## src/rtl/uart_receiver.sv

```systemverilog
// 8N1 UART receiver: two-flop input synchroniser, mid-bit sampling FSM,
// one-cycle valid / frame-error pulses.
module uart_receiver #(
  parameter int CYCLES_PER_SAMPLE = 10416,
  parameter int HALF_SAMPLE       = CYCLES_PER_SAMPLE / 2
) (
  input  logic       clk,
  input  logic       i_reset,
  input  logic       i_rx,
  output logic [0:7] o_data,
  output logic       o_valid,
  output logic       o_frame_error,
  output logic       o_busy
);

  // state     | meaning
  // IDLE      | line idle, waiting for a falling edge on rx_s
  // START     | confirming the start bit at its mid-point
  // DATA      | sampling 8 data bits at mid-bit
  // STOP      | sampling the stop bit at mid-bit
  // WAIT_HIGH | bad stop bit seen, waiting for the line to return high
  typedef enum logic [2:0] {
    IDLE,
    START,
    DATA,
    STOP,
    WAIT_HIGH
  } state_t;

  localparam logic [15:0] HALF_LAST = 16'(HALF_SAMPLE - 1);
  localparam logic [15:0] BIT_LAST  = 16'(CYCLES_PER_SAMPLE - 1);

  state_t      state;
  logic [15:0] cnt;
  logic [3:0]  bit_idx;
  logic [0:7]  shift;
  logic        rx_meta;
  logic        rx_s;

  always_ff @(posedge clk) begin
    if (i_reset) begin
      rx_meta <= 1'b1;
      rx_s    <= 1'b1;
    end else begin
      rx_meta <= i_rx;
      rx_s    <= rx_meta;
    end
  end

  always_ff @(posedge clk) begin
    if (i_reset) begin
      state         <= IDLE;
      cnt           <= 16'd0;
      bit_idx       <= 4'd0;
      shift         <= 8'd0;
      o_data        <= 8'd0;
      o_valid       <= 1'b0;
      o_frame_error <= 1'b0;
      o_busy        <= 1'b0;
    end else begin
      o_valid       <= 1'b0;
      o_frame_error <= 1'b0;
      case (state)
        IDLE: begin
          cnt <= 16'd0;
          if (!rx_s) begin
            state  <= START;
            o_busy <= 1'b1;
          end
        end
        START: begin
          if (cnt == HALF_LAST) begin
            cnt <= 16'd0;
            if (!rx_s) begin
              state   <= DATA;
              bit_idx <= 4'd0;
            end else begin
              state  <= IDLE;
              o_busy <= 1'b0;
            end
          end else begin
            cnt <= cnt + 16'd1;
          end
        end
        DATA: begin
          if (cnt == BIT_LAST) begin
            cnt                 <= 16'd0;
            shift[bit_idx[2:0]] <= rx_s;
            bit_idx             <= bit_idx + 4'd1;
            if (bit_idx == 4'd7) state <= STOP;
          end else begin
            cnt <= cnt + 16'd1;
          end
        end
        STOP: begin
          if (cnt == BIT_LAST) begin
            cnt <= 16'd0;
            // Returning to IDLE mid-stop-bit lets a back-to-back start edge be caught.
            if (rx_s) begin
              o_data  <= shift;
              o_valid <= 1'b1;
              state   <= IDLE;
              o_busy  <= 1'b0;
            end else begin
              o_frame_error <= 1'b1;
              state         <= WAIT_HIGH;
            end
          end else begin
            cnt <= cnt + 16'd1;
          end
        end
        WAIT_HIGH: begin
          cnt <= 16'd0;
          if (rx_s) begin
            state  <= IDLE;
            o_busy <= 1'b0;
          end
        end
        default: begin
          state  <= IDLE;
          cnt    <= 16'd0;
          o_busy <= 1'b0;
        end
      endcase
    end
  end

endmodule
```

## config.mk

```make
export PLATFORM = sky130hd
export DESIGN_NAME = uart_receiver
export DESIGN_NICKNAME = d
export VERILOG_FILES = /design/src/rtl/uart_receiver.sv
export SDC_FILE = /design/constraint.sdc
export NUM_CORES = 1
export LEC_CHECK = 0
export CAP_MARGIN = 20
export CORE_AREA = 2 2 61 63
export DETAILED_ROUTE_END_ITERATION = 7
export DIE_AREA = 0 0 63 65
export PLACE_DENSITY = 0.8
export SYNTH_ARGS = -nofsm -noshare
export SYNTH_HDL_FRONTEND = slang
export SYNTH_SLANG_ARGS = --single-unit
export TNS_END_PERCENT = 50
```

## constraint.sdc

```tcl
create_clock -name clk -period 3.2 [get_ports clk]
set_input_delay 0.48 -clock clk [delete_from_list [all_inputs] [get_ports clk]]
set_output_delay 0.48 -clock clk [all_outputs]
set_load 0.01 [all_outputs]
```

==> results of run 1 <==
-- metal layers --
metal  GRT usage [%]  vias up  routed length [um]  share of wire [%]
met1            21.8      716                1660                 46
met5               0        -                   0                  0
li1                -      795                   -                  -
met2            34.7       16                1780                 49
met4            11.7        0                  93                2.6
met3            4.17        7                 104                2.9
-- registers in the layout, indices dropped and copies added (netlist names) --
name,count
cnt,16
o_data,8
shift,8
bit_idx,4
state,3
o_busy,1
o_frame_error,1
o_valid,1
rx_meta,1
rx_s,1
-- through the flow --
| stage | setup WS (ns) | util, % | hold WS (ns) |
|---|---|---|---|
| after floorplan | 1.43 | - | 0.389 |
| after global placement | 1.04 | 61.0 | 0.394 |
| after detailed placement | 0.930 | 61.0 | 0.394 |
| after CTS | 0.895 | 63.7 | 0.425 |
| after global routing | 0.711 | 63.7 | 0.432 |
| final | 0.896 | 63.7 | 0.421 |
-- critical path: stages (launching register included) --
cell and delay [ns]:
dfxtp_1 0.40, ha_1 0.25, and4bb_2 0.26, nand4_1 0.39
or2_2 0.49, a21oi_1 0.24, a311oi_1 0.13
-- power by group --
group | switching, W | total [W] | internal [W] | leakage, nW
Sequential | 0.00000379 | 0.000554 | 0.000550 | 0.355
Combinational | 0.0000125 | 0.0000227 | 0.0000102 | 0.304
Clock | 0.000180 | 0.000387 | 0.000207 | 0.0515
-- path summary, 6_finish.rpt --
kind	slack, ns	cells past startpoint	to	start
max	0.90	6	bit_idx[3]	cnt[0]
min	0.42	1	rx_s	rx_meta
max reg2reg	0.90	6	bit_idx[3]	cnt[0]
min reg2reg	0.42	1	rx_s	rx_meta
-- final cells by class --
class / instances / area [sq um] / area share (%)
Clock buffer: 7 / 65.1 / 2.92
Clock inverter: 1 / 30.0 / 1.35
Inverter: 4 / 15.0 / 0.675
Multi-Input combinational cell: 161 / 1040 / 46.6
Sequential cell: 44 / 881 / 39.6
Tap cell: 48 / 60.1 / 2.70
Timing Repair Buffer: 14 / 138 / 6.18
-- synth_stat cells, types with 4 or more instances --
cell type,number
nor4_1,6
xor2_1,9
or2_2,4
dfxtp_1,44
mux2i_1,16
nand2_1,11
nand3_1,10
nor2_1,41
xnor2_1,6
o21ai_0,5
a21oi_1,12
clkbuf_1,8
nand4_1,7
inv_1,4
-- cell families after synthesis --
logic type | Yosys count
buf+inv | 17
xor+xnor | 15
fa+ha+maj | 2
mux | 16
flops | 44
simple gates | 101
compound gates | 27
-- layout by cell type (no fill, tap or decap), types with 2 or more instances in the layout --
cell type        netlist  layout
dfxtp_1               44      44
nor2_1                41      41
mux2i_1               16      16
clkdlybuf4s50_1        0      13
a21oi_1               12      12
nand2_1               11      11
nand3_1               10      10
xor2_1                 9       9
nand4_1                7       7
xnor2_1                6       6
nor4_1                 6       6
o21ai_0                5       5
clkbuf_4               0       5
or2_2                  4       4
inv_1                  4       4
and3_1                 3       3
a211oi_1               3       3
nand2b_1               3       3
and4_1                 3       3
nor2b_1                2       2
and4bb_2               2       2
or3_1                  2       2
ha_1                   2       2
clkbuf_8               0       2
==> results_dict.tcl, run 1 <==
set metrics [dict create \
    status "finished, final reports clean" \
    die_y_um 65 \
    finalInstanceArea_sq_mm 0.00223 \
    syn-mean-instance-area_sq_um 9.04 \
    synthSimpleGateAreaFrac_pct 27.2 \
    min_period_ns 2.30 \
    synth_cell_types 40 \
    antenna_found_initial 0 \
    port_buffers 13 \
    yosysWarnings 0 \
    drive_above_1_share_pct 7.79 \
    synth_edf_count 0 \
    row_count 22 \
    hp-class "reg -> reg" \
    drv_slew 0 \
    gp_congestion 0.837 \
    final_cells 279 \
    via_count 1534 \
    grt_pass1_vias 1443 \
    postCtsSetupBuffers 0 \
    async_reset_ff_share_pct 0 \
    clk_latency_ns 0.38 \
    hold_viol 0 \
    grt_max_degree 17 \
    crit_type "reg -> reg" \
    die_area_sq_mm 0.00410 \
    max-vdd-ir-drop_v 0.000318 \
    clock-sinks 44 \
    fin_nets 235 \
    synth_seq_cells 44 \
    synth_area_sq_mm 0.00201 \
    clkTransAtPathRegs_ns 0.13 \
    initial_core_util_pct 57.4 \
    grt_first_pass_wirelength_mm 6.29 \
    root_buffer "clkbuf_4" \
    max_cap_viol_count 0 \
    die_w_um 63 \
    required_ns 3.44 \
    diodes 0 \
    grt_use_total_pct 19.7 \
    postRouteAntennaNets 0 \
    finalCritPeriodShare_pct 72.0 \
    htree_levels 2 \
    ctsResizeCount 0 \
    n_fill_cell 311 \
    worstMarginPinSlew_ns 0.536 \
    drc 0 \
    tritoncts "done" \
    syn-num-nets 227 \
    synth_top_area_share_pct 43.9 \
    netlist_top_cells_area "dfxtp_1 44%, mux2i_1 8.0%, nor2_1 7.7%" \
    dr.pass1.iters 4 \
    leakagePower_nw 0.710 \
    rsz0062_at_grt "no" \
    synth_cells 222 \
    synth-compound-area-share_pct 8.67 \
    tns_ns 0 \
    post-dp-hpwl_mm 2.57 \
    ys_seq_area_share_pct 43.9 \
    ioPinCount 14 \
    dpl_cell_area_sq_mm 0.00213 \
    worstPathMaxFanout 12 \
    dpl.cell_count 271 \
    drtIter0Drc 64 \
    area_delta_synth_final_pct 10.9 \
    vias_per_cell 5.50 \
    total_power_w 0.000964 \
    cts_buffers 5 \
    max_freq_mhz 434 \
    wl_per_cell_um 13.1 \
    core_sq_mm 0.00350 \
    end_kind "flip-flop" \
    yosys.area.top_type "dfxtp_1" \
    relSlewSlack_pct 64.1 \
    start_kind "flip-flop" \
    hold_buffers 0 \
    cp.arrival_ns 2.55 \
    muxShareOfSynthArea_pct 7.98 \
    synthAdderAreaFrac_pct 1.25 \
    cts.path.max_buffers 2 \
    synth_top_family_by_area "simple AND/OR/NAND/NOR gates" \
    overflow 0 \
    setup_viol 0 \
    ys.flop_type "dfxtp_1" \
    fin_skew_ns 0.0142 \
    wl_mm 3.64 \
    synth_xor_area_share_pct 6.55 \
    power.density_mw_per_mm2 433 \
]
Note: power is estimated with default switching activity, not from simulation.
==> run 2, diff against run 1 <==
--- a/config.mk
+++ b/config.mk
@@ -6,10 +6,10 @@
 export NUM_CORES = 1
 export LEC_CHECK = 0
 export CAP_MARGIN = 20
-export CORE_AREA = 2 2 61 63
+export CORE_AREA = 2 2 66 68
 export DETAILED_ROUTE_END_ITERATION = 7
-export DIE_AREA = 0 0 63 65
-export PLACE_DENSITY = 0.8
+export DIE_AREA = 0 0 68 70
+export PLACE_DENSITY = 0.72
 export SYNTH_ARGS = -nofsm -noshare
 export SYNTH_HDL_FRONTEND = slang
 export SYNTH_SLANG_ARGS = --single-unit
==> constraint.sdc (replaced) <==
create_clock -name clk -period 2.1 [get_ports clk]
set_input_delay 0.315 -clock clk [delete_from_list [all_inputs] [get_ports clk]]
set_output_delay 0.315 -clock clk [all_outputs]
set_load 0.01 [all_outputs]
==> run 2 against run 1 <==
Net effect: clock skew fell by 0.0067 ns; maximum frequency up 16%; critical path depth rose by 1; sequential share of layout area fell by 1.3 points; non-clock buffer count is 6 higher; hold slack lost 0.0073 ns; first-iteration DRC count grew 56%; combinational power rose by 64%; global-route usage is 1.7 points lower; sequential cell count unchanged; register-to-register slack got worse by 0.78 ns; critical path type unchanged; critical endpoint is now shift[3]; highest routed layer unchanged.
==> results_dict.tcl, run 2 (synthesized netlist as in run 1, its figures left out) <==
set metrics [dict create \
    post-dp-hpwl_mm 2.63 \
    die_y_um 70 \
    pre_cts_ws_ns 0.0890 \
    worstMarginPinSlew_ns 0.520 \
    largest_register "cnt" \
    cts_buffers 5 \
    hold_viol 0 \
    power.density_mw_per_mm2 657 \
    vias_per_cell 5.47 \
    die_w_um 68 \
    die_area_sq_mm 0.00476 \
    grt_pass1_vias 1478 \
    final_common_cell "dfxtp_1" \
    hp-class "reg -> reg" \
    area_delta_synth_final_pct 14.8 \
    overflow 0 \
    leakagePower_nw 0.749 \
    initial_core_util_pct 48.4 \
    layout_setup_ws_ns 0.115 \
    fin_nets 241 \
    end_kind "flip-flop" \
    row_count 24 \
    root_buffer "clkbuf_8" \
    grt_use_total_pct 17.9 \
    finalCritPeriodShare_pct 94.5 \
    htree_levels 2 \
    dpl.cell_count 281 \
    cp.arrival_ns 2.17 \
    dr.pass1.iters 4 \
    grt_first_pass_wirelength_mm 6.60 \
    max_cap_viol_count 0 \
    clkTransAtPathRegs_ns 0.08 \
    fin_skew_ns 0.00752 \
    p_clk_share_pct 41.9 \
    cts.path.max_buffers 2 \
    drtIter0Drc 100 \
    status "finished, final reports clean" \
    power_frac_seq_pct 55.6 \
    intPower_w 0.00121 \
    reg_top3 "cnt (16), o_data (8), shift (8)" \
    gp_congestion 0.831 \
    setup_viol 0 \
    max-vdd-ir-drop_v 0.000488 \
    finalInstanceArea_sq_mm 0.00230 \
    wl_mm 3.72 \
    antenna_found_initial 0 \
    clk_latency_ns 0.30 \
    relSlewSlack_pct 64.8 \
    final_cells 289 \
    crit_type "reg -> reg" \
    power.switching_w 0.000307 \
    grt_max_degree 29 \
    layout_common_cells "44 x dfxtp_1, 41 x nor2_1, 16 x mux2i_1" \
    p_comb_share_pct 2.5 \
    postRouteAntennaNets 0 \
    port_buffers 13 \
    tritoncts "done" \
    drc 0 \
    required_ns 2.29 \
    wl_per_cell_um 12.9 \
    max_freq_mhz 504 \
    switching_share_pct 20.3 \
    drive_above_1_share_pct 11.0 \
    largest_reg_flops 16 \
    ioPinCount 14 \
    start_kind "flip-flop" \
    core_sq_mm 0.00414 \
    via_count 1582 \
    clock-sinks 44 \
    min_period_ns 1.99 \
    rsz0062_at_grt "yes" \
    diodes 0 \
    drv_slew 0 \
    postCtsSetupBuffers 0 \
    dpl_cell_area_sq_mm 0.00218 \
    worstPathMaxFanout 10 \
]
==> run 2: metrics by stage <==
stage	setup TNS, ns	hold WS (ns)	power [W]	util [%]
6_report	0	0.414	0.00151	55.6
5_1_grt	-0.0622	0.429	0.00157	55.6
4_1_cts	0	0.415	0.00153	55.2
3_5_place_dp	0	0.396	0.000899	52.6
3_3_place_gp	0	0.391	0.000898	52.6
2_1_floorplan	0	0.389	0.000887	-
==> run 2: path summary, 6_finish.rpt <==
check	startpoint	end	slack [ns]	depth (start not counted)
worst min-delay path	rx_meta	rx_s	0.41	1
worst max-delay path	cnt[0]	shift[3]	0.11	7
worst min register to register	rx_meta	rx_s	0.41	1
worst max register to register	cnt[0]	shift[3]	0.11	7
==> run 2: layer usage <==
| layer | global-route usage (%) | up-vias | wire length, um |
|---|---|---|---|
| met3 | 5.48 | 7 | 117 |
| met5 | 0 | - | 0 |
| li1 | - | 808 | - |
| met2 | 28.5 | 26 | 1820 |
| met4 | 6.44 | 0 | 57 |
| met1 | 22.7 | 741 | 1730 |
==> run 2: repair_timing <==
| item | CTS | global route |
|---|---|---|
| resized for setup | 0 | 3 |
| hold buffers | 0 | 0 |
| endpoints found under the setup margin | 0 | 22 |
==> run 2: area by class of cell <==
class / count / area [sq um]
sequential: 44 / 881
multi-input combinational: 161 / 1050
clock buffer: 6 / 72.6
inverter: 4 / 15.0
tap: 52 / 65.1
clock inverter: 2 / 35.0
fill: 386 / 1840
timing repair buffer: 20 / 183
==> run 2: power by group through the flow <==
stage | Combinational, W | Clock [W] | Sequential, W
after floorplan | 0.0000274 | 0 | 0.000860
after global placement | 0.0000362 | 0 | 0.000862
after detailed placement | 0.0000368 | 0 | 0.000862
after CTS | 0.0000373 | 0.000654 | 0.000843
after global routing | 0.0000415 | 0.000686 | 0.000843
final | 0.0000373 | 0.000634 | 0.000843
==> run 2: worst max-delay path: stages, from the launching register on <==
cell,delay [ns]
dfxtp_1,0.37
ha_1,0.25
and4bb_2,0.26
nand4_1,0.15
buf_4,0.23
nor4_1,0.32
mux2i_1,0.24
nor2_1,0.05
==> run 3, diff against run 2 <==
--- a/config.mk
+++ b/config.mk
@@ -9,6 +9,7 @@
 export CORE_AREA = 2 2 66 68
 export DETAILED_ROUTE_END_ITERATION = 7
 export DIE_AREA = 0 0 68 70
+export MAX_ROUTING_LAYER = met4
 export PLACE_DENSITY = 0.72
 export SYNTH_ARGS = -nofsm -noshare
 export SYNTH_HDL_FRONTEND = slang
==> run 3 against run 2 <==
Net effect: non-clock buffer count unchanged; combinational power about the same; first-iteration DRC count increased by 2.0%; die area unchanged; total power increased by 0.23%; wire length decreased by 0.30%; maximum frequency about the same; sequential cell count unchanged; clock power increased by 0.6%; sequential power about the same; global-route usage increased by 0.58 points.
==> results_dict.tcl, run 3 (synthesized netlist as in run 1, its figures left out) <==
set metrics [dict create \
    antenna_found_initial 0 \
    end_kind "flip-flop" \
    total_power_w 0.00152 \
    via_count 1572 \
    final_cells 289 \
    wl_per_cell_um 12.8 \
    area_delta_synth_final_pct 14.8 \
    cts.path.max_buffers 2 \
    min_period_ns 1.99 \
    drv_slew 0 \
    crit_type "reg -> reg" \
    rsz0062_at_grt "yes" \
    ioPinCount 14 \
    drc 0 \
    dpl_cell_area_sq_mm 0.00218 \
    wl_mm 3.71 \
    slowest_delay_ns 0.37 \
    power.density_mw_per_mm2 659 \
    finalInstanceArea_sq_mm 0.00230 \
    finalCritPeriodShare_pct 94.6 \
    overflow 0 \
    die_y_um 70 \
    leakagePower_nw 0.749 \
    reg_top3 "cnt (16), o_data (8), shift (8)" \
    max_freq_mhz 503 \
    worstPathMaxFanout 10 \
    postCtsSetupBuffers 0 \
    largest_register "cnt" \
    tritoncts "done" \
    cp.arrival_ns 2.18 \
    relSlewSlack_pct 64.8 \
    vias_per_cell 5.44 \
    clkTransAtPathRegs_ns 0.08 \
    drive_above_1_share_pct 11.0 \
    dpl.cell_count 281 \
    clk_latency_ns 0.30 \
    postRouteAntennaNets 0 \
    layout_common_cells "44 x dfxtp_1, 41 x nor2_1, 16 x mux2i_1" \
    max-vdd-ir-drop_v 0.000490 \
    root_buffer "clkbuf_8" \
    diodes 0 \
    grt_max_degree 29 \
    post-dp-hpwl_mm 2.63 \
    gp_congestion 0.844 \
    n_fill_cell 386 \
    status "finished, final reports clean" \
    grt_first_pass_wirelength_mm 6.60 \
    hold_viol 0 \
    die_w_um 68 \
    grt_pass1_vias 1483 \
    hold_buffers 0 \
    port_buffers 13 \
    crit_chain "ha_1, and4bb_2, nand4_1, buf_4, nor4_1, mux2i_1, nor2_1" \
    whs_ns 0.414 \
    cts_buffers 5 \
    initial_core_util_pct 48.4 \
    start_kind "flip-flop" \
    die_area_sq_mm 0.00476 \
    dr.pass1.iters 4 \
    required_ns 2.29 \
    hp-class "reg -> reg" \
    fin_skew_ns 0.0101 \
    max_cap_viol_count 0 \
    final_common_cell "dfxtp_1" \
    worstMarginPinSlew_ns 0.520 \
    row_count 24 \
    setup_viol 0 \
    largest_reg_flops 16 \
    core_sq_mm 0.00414 \
    clock-sinks 44 \
    fin_nets 241 \
    cpMaxStageDelayCell "dfxtp_1" \
    grt_use_total_pct 18.5 \
    drtIter0Drc 102 \
    htree_levels 2 \
]
run 3: where the power goes:
part	internal, W	switching [W]
Combinational	0.0000167	0.0000206
Clock	0.000353	0.000285
Sequential	0.000838	0.00000520
Total	0.00121	0.000310
run 3: final cells by class:
cell class	count	area, sq um	share of cell area, %
Multi-Input combinational cell	161	1050	45.7
Sequential cell	44	881	38.2
Timing Repair Buffer	20	183	7.93
Clock buffer	6	72.6	3.15
Tap cell	52	65.1	2.82
Clock inverter	2	35.0	1.52
Inverter	4	15.0	0.652
run 3: final timing paths:
kind	start	cells after the start	slack [ns]	endpoint
worst min-delay path	rx_meta	1	0.41	rx_s
worst max-delay path	cnt[0]	7	0.11	shift[3]
worst max register to register	cnt[0]	7	0.11	shift[3]
worst min register to register	rx_meta	1	0.41	rx_s
run 3: layer usage:
metal	vias up	track usage (%)	part of all wire, %
met5	-	-	0
met4	0	6.44	1.7
met3	7	5.96	3.1
met2	22	28.5	48
met1	739	22.7	47
li1	804	-	-
run 3: critical path, delay by kind of cell, from the launching register on:
kind,cells,cell delay (ns)
multiplexers,1,0.24
AND/OR/NAND/NOR,4,0.78
flip-flops,1,0.37
adder cells (fa/ha/maj),1,0.25
buffers and inverters,1,0.23
run 3: stage by stage:
step                setup slack [ns]  utilization [%]  setup TNS, ns
floorplan                      0.326                -              0
global placement               0.137             52.6              0
detailed placement            0.0890             52.6              0
CTS                           0.0635             55.2              0
global route                 -0.0312             55.6        -0.0621
finish                         0.113             55.6              0
run 3: repair_timing:
item                       4_1_cts  5_1_grt
setup endpoints to repair        0       22
hold endpoints to repair         0        0
resized for setup                0        3
